### config.mk
export PLATFORM = sky130hd
export DESIGN_NAME = isp_raw_tpg
export DESIGN_NICKNAME = d
export VERILOG_FILES = /design/src/rtl/isp_raw_tpg_pkg.sv /design/src/rtl/isp_raw_tpg_pattern.sv /design/src/rtl/isp_raw_tpg.sv
export SDC_FILE = /design/constraint.sdc
export NUM_CORES = 1
export LEC_CHECK = 0
export CORE_UTILIZATION = 50
export CTS_BUF_LIST = sky130_fd_sc_hd__clkbuf_4
export DETAILED_ROUTE_END_ITERATION = 6
export GPL_ROUTABILITY_DRIVEN = 1
export GPL_TIMING_DRIVEN = 0
export PLACE_DENSITY = 0.72
export SLEW_MARGIN = 20
export SYNTH_ARGS = -nofsm -noshare
export SYNTH_HDL_FRONTEND = slang
export SYNTH_HIERARCHICAL = 1
export SYNTH_SLANG_ARGS = --single-unit
### constraint.sdc
create_clock -name pclk -period 4.22 [get_ports pclk]
set_input_delay 0.844 -clock pclk [delete_from_list [all_inputs] [get_ports pclk]]
set_output_delay 0.844 -clock pclk [all_outputs]
set_load 0.01 [all_outputs]
### src/rtl/isp_raw_tpg_pkg.sv
// -----------------------------------------------------------------------------
// isp_raw_tpg_pkg
// Shared definitions for the raw Bayer test-pattern generator:
//   - FSM state encoding and pattern codes
//   - colour-bar table (left to right) and per-channel selection helper
//   - LFSR seed and tap mask used by the optional noise path
// -----------------------------------------------------------------------------
package isp_raw_tpg_pkg;

  localparam int CW = 16;  // counter / coordinate width

  typedef enum logic [2:0] {
    ST_IDLE = 3'd0,
    ST_VS   = 3'd1,
    ST_VBP  = 3'd2,
    ST_ACT  = 3'd3,
    ST_VFP  = 3'd4
  } tpg_state_e;

  typedef enum logic [1:0] {
    PAT_BARS    = 2'd0,
    PAT_RAMP    = 2'd1,
    PAT_SOLID   = 2'd2,
    PAT_CHECKER = 2'd3
  } tpg_pattern_e;

  // Fibonacci LFSR, taps 16,14,13,11 -> bits 15,13,12,10
  localparam logic [15:0] LFSR_SEED = 16'hACE1;
  localparam logic [15:0] LFSR_TAPS = 16'hB400;

  // Bar colour as {r,g,b}; bar 0 is leftmost.
  function automatic logic [2:0] bar_rgb(input logic [2:0] bar);
    logic [2:0] rgb;
    case (bar)
      3'd0:    rgb = 3'b111;  // white
      3'd1:    rgb = 3'b110;  // yellow
      3'd2:    rgb = 3'b011;  // cyan
      3'd3:    rgb = 3'b010;  // green
      3'd4:    rgb = 3'b101;  // magenta
      3'd5:    rgb = 3'b100;  // red
      3'd6:    rgb = 3'b001;  // blue
      default: rgb = 3'b000;  // black
    endcase
    return rgb;
  endfunction

  // Bayer channel index: 0 B, 1/2 G, 3 R
  function automatic logic chan_bit(input logic [2:0] rgb, input logic [1:0] idx);
    logic b;
    case (idx)
      2'd0:    b = rgb[0];
      2'd3:    b = rgb[2];
      default: b = rgb[1];
    endcase
    return b;
  endfunction

endpackage

### src/rtl/isp_raw_tpg_pattern.sv
// -----------------------------------------------------------------------------
// isp_raw_tpg_pattern
// Combinational pixel generator: maps active coordinates, Bayer channel index
// and the latched pattern settings to one raw pixel value.
// Ports:
//   x_i, y_i       active pixel coordinates
//   idx_i          Bayer channel index (0 B, 1/2 G, 3 R)
//   pattern_i      pattern select
//   solid_*_i      solid levels, upper BITS bits used
//   pix_o          raw pixel
// -----------------------------------------------------------------------------
module isp_raw_tpg_pattern
  import isp_raw_tpg_pkg::*;
#(
  parameter int BITS  = 8,
  parameter int WIDTH = 1280
) (
  input  logic [CW-1:0]   x_i,
  input  logic [CW-1:0]   y_i,
  input  logic [1:0]      idx_i,
  input  tpg_pattern_e    pattern_i,
  input  logic [7:0]      solid_r_i,
  input  logic [7:0]      solid_g_i,
  input  logic [7:0]      solid_b_i,
  output logic [BITS-1:0] pix_o
);

  localparam int BAR_W = (WIDTH / 8 > 0) ? WIDTH / 8 : 1;
  localparam logic [CW-1:0] BAR_W_C = CW'(BAR_W);
  localparam logic [BITS-1:0] MAXV = {BITS{1'b1}};

  logic [CW-1:0] bar_full;
  logic [2:0]    bar;
  logic [7:0]    solid_lvl;
  logic          unused_y;

  assign bar_full = x_i / BAR_W_C;
  // Leftover pixels when WIDTH is not a multiple of 8 fall into the black bar.
  assign bar      = (bar_full > CW'(7)) ? 3'd7 : bar_full[2:0];
  assign unused_y = ^{y_i[CW-1:7], y_i[5:1]};

  always_comb begin
    case (idx_i)
      2'd0:    solid_lvl = solid_b_i;
      2'd3:    solid_lvl = solid_r_i;
      default: solid_lvl = solid_g_i;
    endcase
  end

  always_comb begin
    pix_o = '0;
    case (pattern_i)
      PAT_BARS:    pix_o = chan_bit(bar_rgb(bar), idx_i) ? MAXV : '0;
      PAT_RAMP:    pix_o = BITS'(x_i);
      PAT_SOLID:   pix_o = BITS'(solid_lvl >> (8 - BITS));
      PAT_CHECKER: pix_o = (x_i[6] ^ y_i[6]) ? MAXV : '0;
      default:     pix_o = '0;
    endcase
  end

endmodule

### src/rtl/isp_raw_tpg.sv
// -----------------------------------------------------------------------------
// isp_raw_tpg
// Raw Bayer test-pattern / timing generator standing in for the sensor.
// Produces full frames: VS (vsync lines) -> VBP -> ACT -> VFP, each line being
// WIDTH active clocks plus HBLANK blank clocks.
// Optional feature macro: ISP_TPG_NOISE_EN adds LFSR noise to active pixels;
// without it noise_lvl is ignored and out_raw is the pure pattern.
// Ports:
//   pclk, rst_n         pixel clock, async active-low reset
//   enable              run request, honoured at frame boundaries
//   pattern             0 bars, 1 ramp, 2 solid, 3 checker
//   solid_r/g/b         solid levels
//   noise_lvl           noise amplitude (noise build only)
//   out_href/out_vsync  timing strobes
//   out_raw             pixel, 0 outside href
//   frame_done          pulse on last clock of a frame
//   frame_cnt           completed frame count (wraps)
// Assumes VSYNC_LINES >= 1 and HEIGHT >= 1; VBACK/VFRONT may be 0.
//
// state    | meaning
// ---------+----------------------------------------------
// ST_IDLE  | stopped, waiting for enable
// ST_VS    | vsync lines, out_vsync high
// ST_VBP   | back-porch blank lines
// ST_ACT   | active lines, href for hcnt < WIDTH
// ST_VFP   | front-porch blank lines, frame ends on last clock
// -----------------------------------------------------------------------------
module isp_raw_tpg
  import isp_raw_tpg_pkg::*;
#(
  parameter int BITS        = 8,
  parameter int WIDTH       = 1280,
  parameter int HEIGHT      = 960,
  parameter int BAYER       = 0,
  parameter int HBLANK      = 160,
  parameter int VSYNC_LINES = 2,
  parameter int VBACK       = 8,
  parameter int VFRONT      = 8
) (
  input  logic            pclk,
  input  logic            rst_n,
  input  logic            enable,
  input  logic [1:0]      pattern,
  input  logic [7:0]      solid_r,
  input  logic [7:0]      solid_g,
  input  logic [7:0]      solid_b,
  input  logic [2:0]      noise_lvl,
  output logic            out_href,
  output logic            out_vsync,
  output logic [BITS-1:0] out_raw,
  output logic            frame_done,
  output logic [15:0]     frame_cnt
);

  localparam logic [CW-1:0] LINE_LAST = CW'(WIDTH + HBLANK - 1);
  localparam logic [CW-1:0] WIDTH_C   = CW'(WIDTH);
  localparam logic [1:0]    BAYER_C   = 2'(BAYER);

  tpg_state_e     state_q, state_d;
  logic [CW-1:0]  hcnt_q, hcnt_d;
  logic [CW-1:0]  vcnt_q, vcnt_d;
  logic           href_q, vsync_q;
  logic [BITS-1:0] raw_q;
  logic [15:0]    fcnt_q;
  tpg_pattern_e   pat_q;
  logic [7:0]     sr_q, sg_q, sb_q;

  logic           line_end, last_line, frame_end, active, vs_entry;
  logic [CW-1:0]  state_lines;
  logic [1:0]     idx;
  logic [BITS-1:0] pix_pat, pix_out;

  always_comb begin
    case (state_q)
      ST_VS:   state_lines = CW'(VSYNC_LINES);
      ST_VBP:  state_lines = CW'(VBACK);
      ST_ACT:  state_lines = CW'(HEIGHT);
      ST_VFP:  state_lines = CW'(VFRONT);
      default: state_lines = CW'(1);
    endcase
  end

  assign line_end  = (hcnt_q == LINE_LAST);
  assign last_line = (vcnt_q == state_lines - CW'(1));
  // With no front porch the frame ends on the last active line.
  assign frame_end = line_end && last_line &&
                     ((state_q == ST_VFP) || ((VFRONT == 0) && (state_q == ST_ACT)));
  assign active    = (state_q == ST_ACT) && (hcnt_q < WIDTH_C);
  assign vs_entry  = (state_d == ST_VS) && (state_q != ST_VS);
  assign idx       = {vcnt_q[0], hcnt_q[0]} ^ BAYER_C;

  always_comb begin
    state_d = state_q;
    hcnt_d  = hcnt_q;
    vcnt_d  = vcnt_q;
    if (state_q == ST_IDLE) begin
      hcnt_d = '0;
      vcnt_d = '0;
      if (enable) state_d = ST_VS;
    end else if (!line_end) begin
      hcnt_d = hcnt_q + CW'(1);
    end else begin
      hcnt_d = '0;
      if (!last_line) begin
        vcnt_d = vcnt_q + CW'(1);
      end else begin
        vcnt_d = '0;
        case (state_q)
          ST_VS:   state_d = (VBACK == 0) ? ST_ACT : ST_VBP;
          ST_VBP:  state_d = ST_ACT;
          ST_ACT: begin
            if (VFRONT == 0) state_d = enable ? ST_VS : ST_IDLE;
            else             state_d = ST_VFP;
          end
          ST_VFP:  state_d = enable ? ST_VS : ST_IDLE;
          default: state_d = ST_IDLE;
        endcase
      end
    end
  end

  isp_raw_tpg_pattern #(
    .BITS  (BITS),
    .WIDTH (WIDTH)
  ) u_pattern (
    .x_i       (hcnt_q),
    .y_i       (vcnt_q),
    .idx_i     (idx),
    .pattern_i (pat_q),
    .solid_r_i (sr_q),
    .solid_g_i (sg_q),
    .solid_b_i (sb_q),
    .pix_o     (pix_pat)
  );

`ifdef ISP_TPG_NOISE_EN
  logic [15:0]        lfsr_q;
  logic [2:0]         nl_q;
  logic signed [4:0]  ofs_raw, ofs;
  logic signed [BITS+5:0] sum;

  always_comb begin
    ofs_raw = $signed({1'b0, lfsr_q[3:0]}) - 5'sd8;
    ofs     = (nl_q == 3'd0) ? 5'sd0 : (ofs_raw >>> (3'd7 - nl_q));
    sum     = $signed({6'b0, pix_pat}) + (BITS+6)'(ofs);
    if (sum < 0)
      pix_out = '0;
    else if (sum > $signed({6'b0, {BITS{1'b1}}}))
      pix_out = {BITS{1'b1}};
    else
      pix_out = sum[BITS-1:0];
  end

  always_ff @(posedge pclk or negedge rst_n) begin
    if (!rst_n) begin
      lfsr_q <= LFSR_SEED;
      nl_q   <= '0;
    end else begin
      if (active)   lfsr_q <= {lfsr_q[14:0], ^(lfsr_q & LFSR_TAPS)};
      if (vs_entry) nl_q   <= noise_lvl;
    end
  end
`else
  logic unused_noise;
  assign unused_noise = ^noise_lvl;
  assign pix_out      = pix_pat;
`endif

  always_ff @(posedge pclk or negedge rst_n) begin
    if (!rst_n) begin
      state_q <= ST_IDLE;
      hcnt_q  <= '0;
      vcnt_q  <= '0;
      href_q  <= 1'b0;
      vsync_q <= 1'b0;
      raw_q   <= '0;
      fcnt_q  <= '0;
      pat_q   <= PAT_BARS;
      sr_q    <= '0;
      sg_q    <= '0;
      sb_q    <= '0;
    end else begin
      state_q <= state_d;
      hcnt_q  <= hcnt_d;
      vcnt_q  <= vcnt_d;
      href_q  <= active;
      vsync_q <= (state_d == ST_VS);
      raw_q   <= active ? pix_out : '0;
      if (frame_end) fcnt_q <= fcnt_q + 16'd1;
      // Settings are frozen for the whole frame.
      if (vs_entry) begin
        pat_q <= tpg_pattern_e'(pattern);
        sr_q  <= solid_r;
        sg_q  <= solid_g;
        sb_q  <= solid_b;
      end
    end
  end

  assign out_href   = href_q;
  assign out_vsync  = vsync_q;
  assign out_raw    = raw_q;
  assign frame_done = frame_end;
  assign frame_cnt  = fcnt_q;

endmodule

## Word level (Yosys, flattened, before mapping)

Cells that the tools add are included.

| operators by class | value |
|---|---|
| add/subtract/negate cells | 4 |
| div/mod/pow operators | 1 |
| $lt $le $gt $ge | 2 |
| multiplexer cells | 21 |
| reductions and logical operators | 10 |
| bitwise operators | 1 |
| eq/ne operators | 18 |

Operators by type and width:

| cell | number |
|---|---|
| 16-bit 2-to-1 mux | 5 |
| 16-bit by 1-bit adder with 16-bit output, second input constant | 3 |
| 8-bit one-hot mux with 4 select lines | 1 |
| 10-bit one-hot mux with 3 select lines | 1 |
| 8-bit 2-to-1 mux | 3 |
| 3-bit one-hot mux with 7 select lines | 1 |
| 16-bit by 8-bit divider with 16-bit output, second input constant | 1 |
| 16-bit by 11-bit equality test with 1-bit output, second input constant | 1 |
| 16-bit equality test | 1 |
| 16-bit by 3-bit greater-than comparator with 1-bit output, second input constant | 1 |
| 16-bit by 11-bit < comparator with 1-bit output, second input constant | 1 |
| 8-bit one-hot mux with 2 select lines | 1 |
| 16-bit by 1-bit subtractor with 16-bit output, second input constant | 1 |
| 3-bit 2-to-1 mux | 5 |
| 3-bit by 2-bit equality test with 1-bit output, second input constant | 4 |
| 3-bit equality test, second input constant | 4 |
| 3-bit one-hot mux with 4 select lines | 1 |
| 3-bit by 1-bit equality test with 1-bit output, second input constant | 3 |
| 2-bit equality test, second input constant | 3 |
| 3-bit logical NOT | 2 |
| 1-bit logical AND | 4 |
| 2-bit logical NOT | 2 |
| 3-bit by 1-bit != test with 1-bit output, second input constant | 1 |
| 2-bit by 1-bit equality test with 1-bit output, second input constant | 1 |
| 5 further kinds | 6 |

| word-level totals | value |
|---|---|
| input port bits | 32 |
| output and inout port bits | 27 |
| bits in registers | 87 |

## Depth between registers and ports, before layout

Gate-level depths: netlist of run 1.

| logic depth | value |
|---|---|
| word-level depth | 10 |
| gate-level depth with buffers | 15 |
| depth with buffers taken out | 12 |

## By module

Netlist of run 1, hierarchy kept.

Modules (own cells, without submodules):

| module | sequential area each (um^2) | instances | cells each | area each (um^2) |
|---|---|---|---|---|
| isp_raw_tpg | 2177.1 | 1 | 386 | 4205.3 |
| isp_raw_tpg_pattern | 0.0 | 1 | 290 | 1798.0 |

## Least setup slack after synthesis of run 1

No wires, ideal clock.

| timing path | value |
|---|---|
| path type | register -> output |
| start | register state_q[2] |
| end | output port frame_done |
| setup slack | 0.448 ns |
| cell stages (with the launch flop) | 14 |
| required time | 3.376 ns |
| arrival time | 2.928 ns |
| path buffers | 1 |
| cell sequence | dfrtp_1 clkbuf_1 xor2_1 nand2_1 nand2_1 ha_1 inv_1 ha_1 xnor2_1 nand4_1 nor4b_4 nand4_4 or4_1 inv_1 |

| on the way | value |
|---|---|
| word-level cells in the longest chain between the ends | 7 |
| elaborated cells between the ends (all ways) | 10 |

RTL lines:

| what | line | RTL |
|---|---|---|
| from (decl) | isp_raw_tpg.sv:59 | `tpg_state_e state_q, state_d;` |
| from (signal assigned) | isp_raw_tpg.sv:183 | `state_q <= state_d;` |
| 3-bit equality test or 3-bit by 2-bit equality test with 1-bit output (tied branches) | isp_raw_tpg.sv:74, isp_raw_tpg.sv:87 |  |
| 2-bit OR reduction (no source line) | n/a |  |
| 10-bit one-hot mux with 3 select lines | isp_raw_tpg.sv:74 | `case (state_q)` |
| 16-bit by 1-bit subtractor with 16-bit output | isp_raw_tpg.sv:84 | `assign last_line = (vcnt_q == state_lines - CW'(1));` |
| 16-bit equality test | isp_raw_tpg.sv:84 |  |
| 1-bit logical AND | isp_raw_tpg.sv:86 | `assign frame_end = line_end && last_line &&` |
| 1-bit logical AND * | isp_raw_tpg.sv:86 |  |
| to (decl) | isp_raw_tpg.sv:51 | `output logic frame_done,` |

Every way passes the cells marked *; elsewhere a longest branch is shown, timed or not.

## Worst setup path after layout of run 1

| timing path | value |
|---|---|
| start | register hcnt_q[13] |
| end | register raw_q[2] (netlist: out_raw[2]) |

| on the way | value |
|---|---|
| word-level cells in the longest chain between the ends | 10 |
| elaborated cells between the ends (all ways) | 18 |

RTL lines:

| what | line | RTL |
|---|---|---|
| from (decl) | isp_raw_tpg.sv:60 | `logic [CW-1:0] hcnt_q, hcnt_d;` |
| from (signal assigned) | isp_raw_tpg.sv:184 | `hcnt_q <= hcnt_d;` |
| 16-bit by 8-bit divider with 16-bit output * | isp_raw_tpg_pattern.sv:37 | `assign bar_full = x_i / BAR_W_C;` |
| 16-bit by 3-bit greater-than comparator with 1-bit output | isp_raw_tpg_pattern.sv:39 | `assign bar = (bar_full > CW'(7)) ? 3'd7 : bar_full[2:0];` |
| 3-bit 2-to-1 mux * | isp_raw_tpg_pattern.sv:39 |  |
| 3-bit equality test, or another cell as far along | isp_raw_tpg_pkg.sv:34 | `case (bar)` |
| 3-bit one-hot mux with 7 select lines * | isp_raw_tpg_pkg.sv:34 |  |
| 1-bit one-hot mux with 2 select lines * | isp_raw_tpg_pkg.sv:50 | `case (idx)` |
| 1-bit 2-to-1 mux * | isp_raw_tpg_pattern.sv:52 | `case (pattern_i)` |
| 8-bit 2-to-1 mux * | isp_raw_tpg_pattern.sv:53 | `PAT_BARS: pix_o = chan_bit(bar_rgb(bar), idx_i) ? MAXV : '0;` |
| 8-bit one-hot mux with 4 select lines * | isp_raw_tpg_pattern.sv:52 |  |
| via pix_out[2] | isp_raw_tpg.sv:71 | `logic [BITS-1:0] pix_pat, pix_out;` |
| 8-bit 2-to-1 mux * | isp_raw_tpg.sv:188 | `raw_q <= active ? pix_out : '0;` |
| to (signal assigned) | isp_raw_tpg.sv:188 |  |
| to (decl) | isp_raw_tpg.sv:63 | `logic [BITS-1:0] raw_q;` |

Mark *: on every way through the listed nets, which the timed path passes. The rest lies on a longest branch. The select of a mux whose other input is x is not followed.
A chain may end at the register's enable or synchronous reset.

==> impl_metrics.csv, run 1 <==
group,metric,value,unit
outcome,outcome,"finished, violations left",
outcome,violations,"design-rule violations",
timing,fmax,247,MHz
clocking,clkTransAtPathRegs,150,ps
route,routed_wl,15.5,mm
timing,worstMarginPinSlew,834,ps
global_routing,antenna_found_initial,0,
die,fp.dieW,112,um
critical_path,critPathLaunchType,"flip-flop",
power_and_ir_drop,p_leak,0.00302,uW
synth,synthAdderAreaFrac,1.46,%
timing,fin_crit,4040,ps
clocking,cts_buffer_depth,2,
route,routedWlPerCell,17.2,um
synth,synth_mux_area_share,6.25,%
clocking,insertion_delay,460,ps
critical_path,rrSetupSlack,180,ps
synth,ys_seq_area_share,36.3,%
critical_path,crit_path_start,"hcnt_q[13]",
die,die_area,12400,um2
die,rows,39,
critical_path,cp_data_arrival_time,4460,ps
timing,fin_ws,176,ps
route,drc_errors,3,
die,io_pins,59,
clocking,h-tree-depth,3,
finish,seqCellArea,2180,um2
synth,synth-seq-cells,87,
clocking,root_buffer,"clkbuf_4",
critical_path,endpoint,"out_raw[2]",
finish,mostFrequentLayoutCells,"dfrtp_1 (86), nor2_1 (75), clkdlybuf4s50_1 (53)",
synth,async_reset_ff_share,100,%
finish,antenna_cells,0,
synth,avgSynthCellArea,8.88,um2
synth,synth_cell_types,79,
finish,layout-drive-gt1-share,14.5,%
synth,netlist_top_cells_area,"dfrtp_1 (36%), mux2_4 (4.8%), nor2_1 (4.7%)",
critical_path,crit-reg2reg-launch,"hcnt_q[13]",
synth,synth_edf_count,0,
placement,hpwl,11.3,mm
global_routing,grt_pass1_wl,26.0,mm
power_and_ir_drop,irDropWorstVdd,0.241,mV
global_routing,grt_pass1_vias,5137,
timing,worst_hold_slack,334,ps
synth,synth_compound_area_share,17.3,%
synth,yosysWarnings,6,
synth,synth_top_area_share,36.3,%
finish,layout_commonest_cell,"dfrtp_1",
finish,multi_input_area,3550,um2
synth,syn_nets,715,
timing,hold_viol,0,
critical_path,rr_worst_depth,14,
timing,finalSetupTns,0,ps
synth,yosys.area_share.xor_xnor,8.17,%
timing,slew_headroom,43.9,%
clocking,numCtsBuffers,9,
route,vias,5378,
placement,io_buffers,55,
power_and_ir_drop,p_per_area,201,nW/um2
clocking,cts_tree,"done",
global_routing,grt_usage,25.8,%
synth,ys.flop_type,"dfrtp_1",
die,core_area,11600,um2
route,drtIter0Drc,387,
critical_path,r2r-end,"out_raw[2]",
route,ant_nets,0,
critical_path,worstPathRequired,4630,ps
synth,yosysTopAreaCell,"dfrtp_1",
timing,min_period_over_period,95.8,%
die,die_h,112,um
timing,slew_viol_final,0,
global_routing,grt_max_degree,54,
finish,layout.nets,795,
clocking,clock-sinks,87,
die,start_util,51.9,%
route,vias_per_cell,5.96,
power_and_ir_drop,p_total,1420,uW
timing,setup_viol,0,
critical_path,path_class,"flip-flop to flip-flop",
placement,pre_cts_ws,-489,ps
hold_path,hold_class,"input pin to async pin",
timing,fin_skew,29.3,ps
finish,fillers,974,
flow_run,maxCapViolCount,0,
synth,synth_top_family_by_area,"simple AND/OR/NAND/NOR gates",
global_routing,grt-ovfl-total,0,
synth,yosys.area_share.simple,25.1,%
critical_path,cp-end-kind,"flip-flop",
synth,netlist_instances,676,
finish,post-route-util,61.2,%
placement,gp_congestion,0.894,
route,dr.pass1.iters,7,
critical_path,crit_path_max_fanout,10,
synth,mappedNetlistArea,6000,um2
finish,area_delta_synth_final,17.8,%
## metrics by stage
stage	area, um2	cells
finish	7070	903
global route	7070	903
CTS	7000	900
detailed placement	6760	875
global placement	6730	874
floorplan	6000	676
## synthesized netlist by cell type, drive strengths merged (3+ instances only)
cell / n
mux2: 27
nor2: 76
nand4: 22
a2111oi: 4
a21oi: 32
clkbuf: 25
buf: 17
inv: 28
a311oi: 3
nor3b: 3
o221ai: 3
nand3: 26
o22ai: 3
nor4b: 5
o21ai: 37
nor3: 25
and2: 12
xor2: 27
and3: 12
dfrtp: 87
a22oi: 10
a211o: 3
xnor2: 29
or3: 3
nor4: 11
a211oi: 14
o2111ai: 3
or2: 3
or4: 3
nand2: 42
nand2b: 13
nor2b: 10
o211ai: 9
a31oi: 5
ha: 7
## timing repair
action                                  4_1_cts  5_1_grt
resized for setup                            17       10
cloned                                        0        0
endpoints found under the setup margin        1        8
pin swaps                                     9       11
buffers inserted                             10        3
hold buffers                                  0        0
## layer usage
metal  routed length, um  global-route usage, %  up-vias
met4                 146                   5.50        0
met1                7300                   36.7     2577
met5                   0                      0        -
met3                 954                   4.90        9
met2                7130                   40.9      195
li1                    -                      -     2597
## worst min path at each step
stage	startpoint	endpoint	slack [ps]	cells after the start
CTS	rst_n	frame_cnt[4]	320	1
global placement	frame_cnt[15]	frame_cnt[15]	460	1
detailed placement	frame_cnt[15]	frame_cnt[15]	460	1
global route	rst_n	frame_cnt[2]	330	1
floorplan	pat_q[0]	pat_q[0]	480	1
finish	rst_n	sb_q[4]	330	1
## power breakdown
part	internal (uW)	total [uW]	leakage [uW]	switching, uW
clock	182	478	0.0000728	296
combinational	48.2	88.0	0.00179	39.8
sequential	846	854	0.00116	7.85
## logic make-up after synthesis
logic type / count (synthesis)
xor gates and xnor gates: 56
and+or+nand+nor: 280
muxes: 27
DFF: 87
buffers and inverters: 72
AOI/OAI and AO/OA: 147
adders and majority gates: 7
## final cells by class
class | instances | share of cell area [%]
Multi-Input combinational cell | 517 | 50.2
Sequential cell | 87 | 30.8
Timing Repair Buffer | 69 | 9.53
Buffer | 42 | 3.43
Tap cell | 143 | 2.53
Inverter | 30 | 1.59
Clock inverter | 6 | 0.973
Clock buffer | 9 | 0.955
## state kept, by name (all words and copies together), names as in the netlist
signal	flops
state_q	3
vcnt_q	16
sb_q	8
out_href	1
sg_q	8
out_vsync	1
pat_q	2
sr_q	8
frame_cnt	16
out_raw	8
hcnt_q	16
## worst max-delay path, stage by stage (launching register included)
cell,delay (ps)
dfrtp_1,530
buf_2,260
nand4b_1,140
o221ai_1,160
o21ai_2,480
a21oi_2,170
a31oi_1,210
a22oi_1,200
or3_1,370
a32o_2,310
a2111oi_4,330
buf_4,210
a211oi_1,100
nor3_1,340
and2_1,170
No activity file was read; power rests on OpenSTA's default activity.
==> run 2: changes to the inputs <==
- CORE_UTILIZATION: 50 -> 45
- PLACE_DENSITY: 0.72 -> 0.66
- clock period: 4.22 -> 4 ns (I/O delays scaled with it)
==> run 2 against run 1 <==
The flow now finishes without violations. Routed wire length down 3.3%. Clock power up 4%. Power up 4.7%. Non-clock buffer count up 2. Critical endpoint is now frame_done.
==> impl_metrics.csv, run 2 (synthesis gave the netlist of run 1 again) <==
group,metric,value,unit
power_and_ir_drop,clkPwrFrac,33.4,%
clocking,ctsHoldBuffers,0,
timing,slew_viol_final,0,
route,vias,5382,
clocking,cts_buffer_depth,2,
critical_path,cp-end-kind,"output port",
critical_path,cpLargestDelayFamily,"simple AND/OR/NAND/NOR gates",
critical_path,crit_path_start,"state_q[1]",
timing,fmax,251,MHz
global_routing,grt_pass1_wl,25.4,mm
timing,worst_hold_slack,324,ps
timing,hold_viol,0,
placement,place_inst,904,
global_routing,grt_max_degree,47,
outcome,outcome,"complete, no violations",
power_and_ir_drop,p_leak,0.00303,uW
route,routed_wl,15.0,mm
flow_run,maxCapViolCount,0,
critical_path,crit_chain,"clkbuf_8 -> xor2_1 -> nand2_1 -> nand2_1 -> ha_2 -> inv_2 -> ha_4 -> xnor2_2 -> nand4_1 -> nor4b_4 -> nand4_4 -> or4_4 -> inv_2 -> buf_6",
finish,stdcell_count,936,
finish,fillers,1137,
die,die_h,118,um
power_and_ir_drop,p_int,1140,uW
critical_path,worstPathRequired,3200,ps
route,dr.pass1.iters,5,
power_and_ir_drop,seqPwrFrac,60.6,%
power_and_ir_drop,p_per_area,208,nW/um2
finish,multi_input_area,3570,um2
clocking,cts_tree,"done",
critical_path,crit-reg2reg-launch,"hcnt_q[14]",
clocking,root_buffer,"clkbuf_4",
finish,seqCellArea,2180,um2
timing,setup_viol,0,
clocking,numCtsBuffers,9,
global_routing,grt_usage,22.3,%
critical_path,rrSetupSlack,140,ps
finish,layout_commonest_cell,"dfrtp_1",
placement,pre_cts_ws,-613,ps
power_and_ir_drop,power_frac_comb,6.0,%
critical_path,cpMaxStageDelayCell,"or4_4",
die,die_area,13800,um2
die,io_pins,59,
critical_path,path_class,"flip-flop to output port",
timing,fin_ws,17.8,ps
clocking,clkTransAtPathRegs,140,ps
finish,area_delta_synth_final,19.1,%
power_and_ir_drop,p_sw,349,uW
die,rows,41,
global_routing,antenna_found_initial,0,
route,routedWlPerCell,16.1,um
finish,layout.nets,798,
global_routing,grt_pass1_vias,5176,
hold_path,hold_class,"input pin to async pin",
timing,min_period_over_period,99.6,%
clocking,clock-sinks,87,
timing,slew_headroom,52.4,%
route,drtIter0Drc,487,
critical_path,cp_data_arrival_time,3180,ps
route,drc_errors,0,
route,ant_nets,0,
finish,layout-drive-gt1-share,15.3,%
placement,io_buffers,55,
timing,worstMarginPinSlew,712,ps
die,core_area,12800,um2
power_and_ir_drop,switching_share,23.5,%
route,vias_per_cell,5.75,
timing,fin_skew,13.9,ps
critical_path,slowest_delay,450,ps
clocking,h-tree-depth,3,
global_routing,grt-ovfl-total,0,
placement,hpwl,10.6,mm
die,fp.dieW,118,um
critical_path,path_buf_inv,4,
timing,fin_crit,3980,ps
critical_path,crit_path_max_fanout,2,
die,start_util,46.8,%
critical_path,critPathLaunchType,"flip-flop",
placement,gp_congestion,0.920,
power_and_ir_drop,irDropWorstVdd,0.124,mV
finish,mostFrequentLayoutCells,"dfrtp_1 (83), nor2_1 (75), clkdlybuf4s50_1 (53)",
finish,antenna_cells,0,
timing,rsz0062_at_grt,"yes",
power_and_ir_drop,p_total,1490,uW
clocking,insertion_delay,450,ps
run 2: cell count changes in the layout (fill, tap and decap cells not counted), moves of 2 or more:
cell	before	now
clkbuf_4	10	12
nand2_1	39	41
buf_4	18	21
dfrtp_1	86	83
dfrtp_2	1	4
nand2_2	3	1
clkinv_1	2	4
run 2: metal layers:
| layer | share of wire (%) | global-route usage, % | wire length [um] |
|---|---|---|---|
| met1 | 46 | 29.8 | 6860 |
| met3 | 4.2 | 4.17 | 630 |
| met5 | 0 | 0 | 0 |
| met2 | 49 | 37.7 | 7390 |
| met4 | 0.95 | 4.25 | 142 |
run 2: final timing paths:
path	to	depth (start not counted)
worst max-delay path	frame_done	14
worst min-delay path	sr_q[5]	1
worst max register to register	out_raw[2]	15
worst min register to register	frame_cnt[15]	1
max in group asynchronous	vcnt_q[1]	2
min in group pclk	frame_cnt[15]	1
run 2: power by group through the flow:
| stage | Clock [uW] | Sequential, uW | Combinational (uW) |
|---|---|---|---|
| 2_1_floorplan | 0 | 915 | 36.1 |
| 3_3_place_gp | 0 | 917 | 87.9 |
| 3_5_place_dp | 0 | 917 | 91.4 |
| 4_1_cts | 516 | 901 | 91.7 |
| 5_1_grt | 550 | 903 | 101 |
| 6_report | 496 | 901 | 89.4 |
run 2: cell type report:
class	count	area share, %
clock inverter	6	0.823
sequential	87	30.5
inverter	30	1.61
buffer	41	3.38
tap	172	3.01
timing repair buffer	72	9.64
multi-input combinational	518	50.0
clock buffer	10	1.05
run 2: through the flow:
stage          cell area (um2)  setup TNS, ps  utilization [%]
3_3_place_gp              6770         -80070             52.8
3_5_place_dp              6790           -613             53.0
6_report                  7150              0             55.7
2_1_floorplan             6000              0                -
4_1_cts                   7060           -164             55.0
5_1_grt                   7150           -172             55.7
run 2: timing repair:
item,4_1_cts,5_1_grt
buffers inserted,11,5
setup endpoints to repair,1,9
pin swaps,9,10
resized for setup,20,13
cloned,0,1
==> run 3: changes to the inputs <==
==> constraint.sdc (replaced) <==
create_clock -name pclk -period 4 [get_ports pclk]
set_input_delay 0.4 -clock pclk [delete_from_list [all_inputs] [get_ports pclk]]
set_output_delay 0.4 -clock pclk [all_outputs]
set_load 0.01 [all_outputs]
==> run 3 against run 2 <==
First-iteration DRC count grew 0.82%. Via count shrank 0.15%. Core utilization grew 0.14 points. Combinational power grew 0.8%. Register-to-register slack is essentially flat. Flip-flop and latch count is the same. Clock skew grew 0.74 ps. Setup slack gained 130 ps. Routed wire length shrank 0.79%. Cell area grew 0.24%. Global-route usage shrank 0.18 points. Largest cell class unchanged. Largest power group unchanged.
==> impl_metrics.csv, run 3 (synthesis gave the netlist of run 1 again) <==
group,metric,value,unit
placement,hpwl,10.6,mm
critical_path,cp_data_arrival_time,4210,ps
finish,mostFrequentLayoutCells,"dfrtp_1 (83), nor2_1 (75), clkdlybuf4s50_1 (53)",
finish,area_delta_synth_final,19.4,%
global_routing,antenna_found_initial,0,
clocking,clkTransAtPathRegs,140,ps
timing,fin_crit,3850,ps
clocking,root_buffer,"clkbuf_4",
global_routing,grt_pass1_vias,5145,
clocking,h-tree-depth,3,
timing,finalSetupTns,0,ps
finish,post-route-util,55.9,%
critical_path,worstPathRequired,4360,ps
power_and_ir_drop,p_total,1490,uW
timing,worstMarginPinSlew,719,ps
hold_path,hold_class,"input pin to async pin",
global_routing,grt-ovfl-total,0,
timing,fmax,260,MHz
timing,setup_viol,0,
timing,fin_skew,14.6,ps
finish,layout_commonest_cell,"dfrtp_1",
clocking,clock-sinks,87,
finish,finalInstanceArea,7170,um2
global_routing,grt_usage,22.1,%
critical_path,cp-end-kind,"flip-flop",
die,die_area,13800,um2
timing,hold_viol,0,
clocking,insertion_delay,450,ps
global_routing,grt_max_degree,47,
route,dr.pass1.iters,5,
clocking,cts_buffer_depth,2,
global_routing,grt_pass1_wl,25.2,mm
flow_run,maxCapViolCount,0,
timing,slew_headroom,51.8,%
finish,stdcell_count,941,
die,die_h,118,um
route,drtIter0Drc,491,
critical_path,path_class,"flip-flop to flip-flop",
critical_path,crit_path_max_fanout,11,
route,ant_nets,0,
route,routedWlPerCell,15.8,um
critical_path,critPathLaunchType,"flip-flop",
route,vias,5374,
outcome,outcome,"complete, no violations",
timing,slew_viol_final,0,
placement,gp_congestion,0.920,
timing,min_period_over_period,96.2,%
power_and_ir_drop,p_leak,0.00305,uW
finish,layout.nets,803,
placement,place_inst,904,
route,vias_per_cell,5.71,
die,start_util,46.8,%
placement,dpl-instance-area,6790,um2
finish,antenna_cells,0,
die,io_pins,59,
power_and_ir_drop,irDropWorstVdd,0.126,mV
clocking,cts_tree,"done",
placement,io_buffers,55,
critical_path,rrSetupSlack,150,ps
timing,rsz0062_at_grt,"yes",
route,routed_wl,14.9,mm
route,drc_errors,0,
die,rows,41,
power_and_ir_drop,p_per_area,208,nW/um2
finish,layout-drive-gt1-share,15.5,%
die,core_area,12800,um2
die,fp.dieW,118,um
clocking,numCtsBuffers,9,
[run 3: cell type report]
type	instances	area, um2
Buffer	41	234
Clock buffer	10	75.1
Clock inverter	6	58.8
Fill cell	1141	5660
Inverter	30	115
Multi-Input combinational cell	518	3560
Sequential cell	87	2180
Tap cell	172	215
Timing Repair Buffer	77	723
[run 3: critical path, stage by stage, from the launching register on]
cell	delay [ps]
dfrtp_2	510
buf_4	200
o21bai_1	230
a21oi_2	150
a221o_2	360
buf_4	190
nor4_2	290
a311oi_1	90
a22o_2	340
a31o_2	230
o31ai_2	340
a2111oi_4	50
buf_4	180
buf_4	140
a211oi_1	230
nor3_1	90
and2_1	140
[run 3: final timing paths]
path / startpoint / to / cells after the start
max: hcnt_q[11] / out_raw[2] / 16
min: rst_n / sr_q[5] / 2
max reg2reg: hcnt_q[11] / out_raw[2] / 16
min reg2reg: frame_cnt[15] / frame_cnt[15] / 1
max in group asynchronous: rst_n / frame_cnt[5] / 3
min in group pclk: frame_cnt[15] / frame_cnt[15] / 1
[run 3: power breakdown]
group	internal, uW	switching, uW	total (uW)
sequential	893	7.78	901
clock	195	303	498
combinational	50.7	39.5	90.1
total	1140	351	1490
[run 3: stage by stage]
step                      setup WS (ps)  hold slack, ps
final                               150             470
after global routing              -43.3             496
after floorplan                     533             104
after CTS                          37.0             484
after global placement             -521             462
after detailed placement           -213             446
[run 3: what timing repair did]
action                                  in CTS  in global routing
pin swaps                                    3                  9
endpoints found under the hold margin       45                  0
endpoints found under the setup margin       1                  9
gates resized for setup                      8                 25
setup buffers                                5                 15
hold buffers                                 1                  0
cloned                                       0                  1
[run 3: routing by layer]
layer  share of wire, %  up-vias  GRT usage (%)  routed length [um]
met3                4.0       14           4.17                 589
li1                   -     2619              -                   -
met1                 46     2596           29.8                6830
met5                  0        -              0                   0
met2                 49      145           37.1                7350
met4               0.93        0           4.25                 138
